$ cat src/rtl/alu_mul_seq.sv
// alu_mul_seq: multi-cycle shift-and-add multiplier that borrows the shared
// combinational ALU for one add per iteration. It produces the low DWIDTH bits
// of in_a * in_b. That value is the same for signed and unsigned operands.
// Operands come in on a valid/ready port. The product is held on a
// valid/ready port until it is consumed.
module alu_mul_seq #(
   parameter int                     DWIDTH      = 32,
   parameter int                     ALUOP_WIDTH = 4,
   // ALU operation codes; override to match the datapath's ALU encoding
   parameter logic [ALUOP_WIDTH-1:0] ALU_ADD     = 4'h0,
   parameter logic [ALUOP_WIDTH-1:0] ALU_A       = 4'hA
) (
   input  logic                   clk,
   input  logic                   rst,
   input  logic                   flush,
   input  logic                   in_valid,
   output logic                   in_ready,
   input  logic [DWIDTH-1:0]      in_a,
   input  logic [DWIDTH-1:0]      in_b,
   output logic                   out_valid,
   input  logic                   out_ready,
   output logic [DWIDTH-1:0]      result,
   output logic                   busy,
   output logic [DWIDTH-1:0]      alu_a,
   output logic [DWIDTH-1:0]      alu_b,
   output logic [ALUOP_WIDTH-1:0] alu_op,
   input  logic [DWIDTH-1:0]      alu_y
);

   typedef enum logic [1:0] {
      IDLE = 2'd0,
      RUN  = 2'd1,
      DONE = 2'd2
   } state_t;

   state_t            state, state_next;
   logic [DWIDTH-1:0] acc, acc_next;
   logic [DWIDTH-1:0] mcand, mcand_next;
   logic [DWIDTH-1:0] mplier, mplier_next;
   logic [DWIDTH-1:0] mplier_shr;

   // Remaining multiplier bits after this iteration. Zero means the last
   // set bit has just been consumed, so no further adds can change acc.
   assign mplier_shr = mplier >> 1;

   // All handshake and ownership outputs decode registered state only, so none
   // of them combinationally depends on in_valid, out_ready or flush.
   assign in_ready  = (state == IDLE);
   assign out_valid = (state == DONE);
   assign busy      = (state == RUN);
   assign result    = acc;

   // Register the FSM state; asynchronous reset returns to IDLE at once
   always_ff @(posedge clk or posedge rst) begin
      if (rst) begin
         state <= IDLE;
      end else begin
         state <= state_next;
      end
   end

   // Register the datapath; a reset mid-operation clears any partial product
   always_ff @(posedge clk or posedge rst) begin
      if (rst) begin
         acc    <= '0;
         mcand  <= '0;
         mplier <= '0;
      end else begin
         acc    <= acc_next;
         mcand  <= mcand_next;
         mplier <= mplier_next;
      end
   end

   // Drive the ALU from state alone: add acc + mcand while RUN, pass-through of
   // zero otherwise, so the external mux sees a quiet ALU when busy is low
   always_comb begin
      alu_a  = '0;
      alu_b  = '0;
      alu_op = ALU_A;
      if (state == RUN) begin
         alu_a  = acc;
         alu_b  = mcand;
         alu_op = ALU_ADD;
      end
   end

   // Next-state and datapath update; flush overrides every other input
   always_comb begin
      state_next  = state;
      acc_next    = acc;
      mcand_next  = mcand;
      mplier_next = mplier;

      if (flush) begin
         // Drop whatever is in flight or held, including a same-cycle request
         state_next  = IDLE;
         acc_next    = '0;
         mcand_next  = '0;
         mplier_next = '0;
      end else begin
         case (state)
            IDLE: begin
               if (in_valid) begin
                  acc_next    = '0;
                  mcand_next  = in_a;
                  mplier_next = in_b;
                  state_next  = RUN;
               end
            end

            RUN: begin
               // One multiplier bit per cycle; the adder output wraps mod 2^DWIDTH
               if (mplier[0]) begin
                  acc_next = alu_y;
               end
               mcand_next  = mcand << 1;
               mplier_next = mplier_shr;
               // A zero multiplier still spends one RUN cycle, with no add
               if (mplier_shr == '0) begin
                  state_next = DONE;
               end
            end

            DONE: begin
               // acc is held so result stays stable until the consumer takes it
               if (out_ready) begin
                  state_next = IDLE;
               end
            end

            default: begin
               state_next = IDLE;
            end
         endcase
      end
   end

endmodule

$ cat config.mk
export PLATFORM = sky130hd
export DESIGN_NAME = alu_mul_seq
export DESIGN_NICKNAME = d
export VERILOG_FILES = /design/src/rtl/alu_mul_seq.sv
export SDC_FILE = /design/constraint.sdc
export NUM_CORES = 1
export LEC_CHECK = 0
export CORE_ASPECT_RATIO = 2
export CORE_UTILIZATION = 45
export CTS_CLUSTER_DIAMETER = 60
export DETAILED_ROUTE_END_ITERATION = 10
export PLACE_DENSITY_LB_ADDON = 0.2
export SETUP_SLACK_MARGIN = 0.4
export SYNTH_ARGS = -nofsm -noshare
export SYNTH_HDL_FRONTEND = slang
export SYNTH_SLANG_ARGS = --single-unit
$ cat constraint.sdc
create_clock -name clk -period 5.8 [get_ports clk]
set_input_delay 0.58 -clock clk [delete_from_list [all_inputs] [get_ports clk]]
set_output_delay 0.58 -clock clk [all_outputs]
set_load 0.05 [all_outputs]
==> metrics.md <==
| Metric | Value |
|---|---|
| WS Path Type | `reg -> out` |
| Std cell rows | `53` |
| VDD IR max | `0.149 mV` |
| Post-synthesis sequential area ratio | `0.506` |
| Setup Buffers After CTS | `0` |
| CP arrival | `3090 ps` |
| Syn_area_per_cell | `9.25 um^2` |
| Placer Congestion | `0.780` |
| Starting DRT DRC Count | `367` |
| IO Pins | `204` |
| Synth warnings | `0` |
| Fin area | `0.00711 mm^2` |
| CTS H-tree depth | `3` |
| Synth area leaders | `dfrtp_1 (51%), nand2_1 (10%), o31ai_1 (9.6%), and2_1 (8.3%), mux2i_1 (6.4%)` |
| Worst reg2reg path depth | `6` |
| ANT cells | `0` |
| Sequential share of power | `0.451` |
| Synthesized cell area | `0.00485 mm^2` |
| Worst EP required | `5220 ps` |
| Final WL | `12,700 um` |
| Core ar. | `0.0105 mm^2` |
| Final period utilization | `0.634` |
| Die Height | `149 um` |
| CTS tree | `yes` |
| RSZ-0062 raised after global routing | `false` |
| Post-cts sizing count | `0` |
| Max-slew headroom | `0.160` |
| Vias in the first global route | `4,278` |
| Cell Int Power | `0.00118 W` |
| Fin. max-slew vios | `0` |
| Switching Power | `0.000517 W` |
| Nets | `795` |
| Area leader, netlist | `dfrtp_1` |
| Flops & latches, synth | `98` |
| Max Fclk | `272 MHz` |
| Largest net degree at the start of global routing | `129` |
| MaxCap Viol Count | `0` |
| Via Count | `4,309` |
| Clock root buffer | `clkbuf_16` |
| Final ANT Viol Nets | `0` |
| Via/cell ratio | `5.15` |
| Placed inst area | `0.00684 mm^2` |
| DIE AREA | `0.0112 mm^2` |
| First-pass GRT wire length | `20,000 um` |
| Clock sinks | `98` |
| Total gr overflow | `0` |
| Sw Share | `0.304` |
| Initial antenna violation count | `0` |
| Area growth, synth to finish | `46.8%` |
| Fin cells | `836` |
| Worst min path class | `reg -> reg` |
| Slew @ Worst Pin | `1250 ps` |
| Status | `complete, no violations` |
| Final WS setup | `2130 ps` |
| Synth cell types | `28` |
| Min Tclk post-route | `3670 ps` |
| Clock Latency Late Sink | `340 ps` |
| Share of cells above drive strength 1 | `0.0401` |
| Place WS | `2390 ps` |
| Pleak | `2.98 nW` |
| Crit end category | `output pin` |
| Gr usage total | `0.233` |
| HPWL after DPL | `9200 um` |
| Worst setup SP type | `register` |
| Count of TritonRoute iterations in the first routing pass | `6` |
| CP max FO | `67` |
| Post-synth top area share | `0.506` |
| CTS Hold Bufs | `0` |
| Initial Util | `0.463` |
| Post-Syn Instances | `524` |
| Cts bufs inserted | `9` |
| Number of buffers added on ports | `201` |
| Final Hold Viols | `0` |
| Drt wl/cell | `15.2 um` |
| Hold Crit Depth | `2` |
| Clk buf depth | `2` |
| Final setup fails | `0` |
| Setup TNS | `0 ps` |
| Clock Power Share | `0.319` |
| FILL cells | `911` |
| Logic pwr share | `0.230` |
| Die width | `75.4 um` |
| Clock slew at reported path FFs | `60 ps` |
| Cell area power density | `239 mW/mm^2` |
| Final core utilization | `0.679` |
| # DRC | `0` |
| Clock Skew | `11.5 ps` |
| Placed cell count | `820` |
==> final cells by class <==
type / instances / area [um^2] / area share
multi-input combinational: 378 / 2170 / 0.305
clock inverter: 6 / 42.5 / 0.00598
tap: 137 / 171 / 0.0241
clock buffer: 10 / 229 / 0.0322
inverter: 2 / 10.0 / 0.00141
timing repair buffer: 205 / 2040 / 0.286
sequential: 98 / 2450 / 0.345
==> critical path, cell delays in order, from the launching register on <==
cell             delay [ps]
dfrtp_1                 430
and2b_2                 870
inv_2                   590
clkdlybuf4s50_1         850
==> per-stage QoR <==
| stage | hold WS (ps) | total power [W] |
|---|---|---|
| finish | 467 | 0.00170 |
| global route | 496 | 0.00178 |
| CTS | 473 | 0.00172 |
| detailed placement | 459 | 0.00118 |
| global placement | 452 | 0.00117 |
| floorplan | 440 | 0.00102 |
==> cell usage in the layout, fill, tap and decap left out, types with 2 or more instances in the layout <==
| cell type | count |
|---|---|
| a21oi_1 | 31 |
| nor2_4 | 2 |
| clkinvlp_4 | 2 |
| and2_1 | 64 |
| clkdlybuf4s50_1 | 200 |
| nand2_1 | 130 |
| o21ai_0 | 23 |
| clkinv_2 | 2 |
| nand4_1 | 2 |
| clkbuf_16 | 9 |
| nor2_1 | 5 |
| buf_4 | 4 |
| dfrtp_1 | 98 |
| nor4_1 | 7 |
| conb_1 | 2 |
| o31ai_1 | 62 |
| o21ai_1 | 11 |
| mux2i_1 | 31 |
==> metal layers <==
layer  GRT usage  vias to the layer above  part of all wire
met5           0                        -                 0
met1       0.277                     1985              0.38
met2       0.398                      175              0.53
met3      0.0439                       16             0.069
met4       0.101                        0             0.021
li1            -                     2133                 -
==> sequential cells by signal, indices dropped and copies added (netlist names) <==
signal,flops
mcand,32
mplier,32
result,32
state,2
==> cell families (layout without fill, tap and decap cells) <==
| group | count (synthesis) | after routing | synth area share |
|---|---|---|---|
| buffers and inverters | 49 | 223 | 0.0485 |
| muxes | 31 | 31 | 0.0640 |
| DFF | 98 | 98 | 0.506 |
| and+or+nand+nor | 214 | 214 | 0.209 |
| AOI/OAI and AO/OA | 131 | 131 | 0.172 |
| other | 1 | 2 | 0.000774 |
==> final timing paths <==
| kind | endpoint | slack [ps] | start |
|---|---|---|---|
| worst max-delay path | alu_op[3] | 2130 | state[1] |
| worst min-delay path | mcand[18] | 470 | mcand[18] |
| worst max register to register | result[8] | 2500 | state[1] |
| worst min register to register | mcand[18] | 470 | mcand[18] |
| max in group asynchronous | mcand[18] | 4030 | rst |
| min in group asynchronous | result[29] | 590 | rst |
==> power groups by stage <==
stage | Clock, W | Sequential (W) | Combinational (W)
CTS | 0.000558 | 0.000768 | 0.000397
global placement | 0 | 0.000778 | 0.000389
global route | 0.000585 | 0.000775 | 0.000419
floorplan | 0 | 0.000811 | 0.000209
finish | 0.000542 | 0.000768 | 0.000392
detailed placement | 0 | 0.000780 | 0.000397
==> cells in the mapped netlist <==
master,count
inv_1,1
nor2_4,1
nand2_1,130
mux2i_1,31
clkbuf_2,2
o21ai_0,23
o31ai_1,62
nor2_1,6
or4b_4,1
and2_1,64
o21ba_2,1
buf_1,3
buf_2,9
nor4_1,7
buf_4,10
nor3_1,1
dfrtp_1,98
a22o_1,1
inv_2,1
and2b_1,1
o21ai_1,11
o21ai_4,1
clkbuf_1,23
nand4_1,2
a21oi_1,31
nor2b_1,1
conb_1,1
a2111oi_0,1
(Power assumes the default switching activity.)
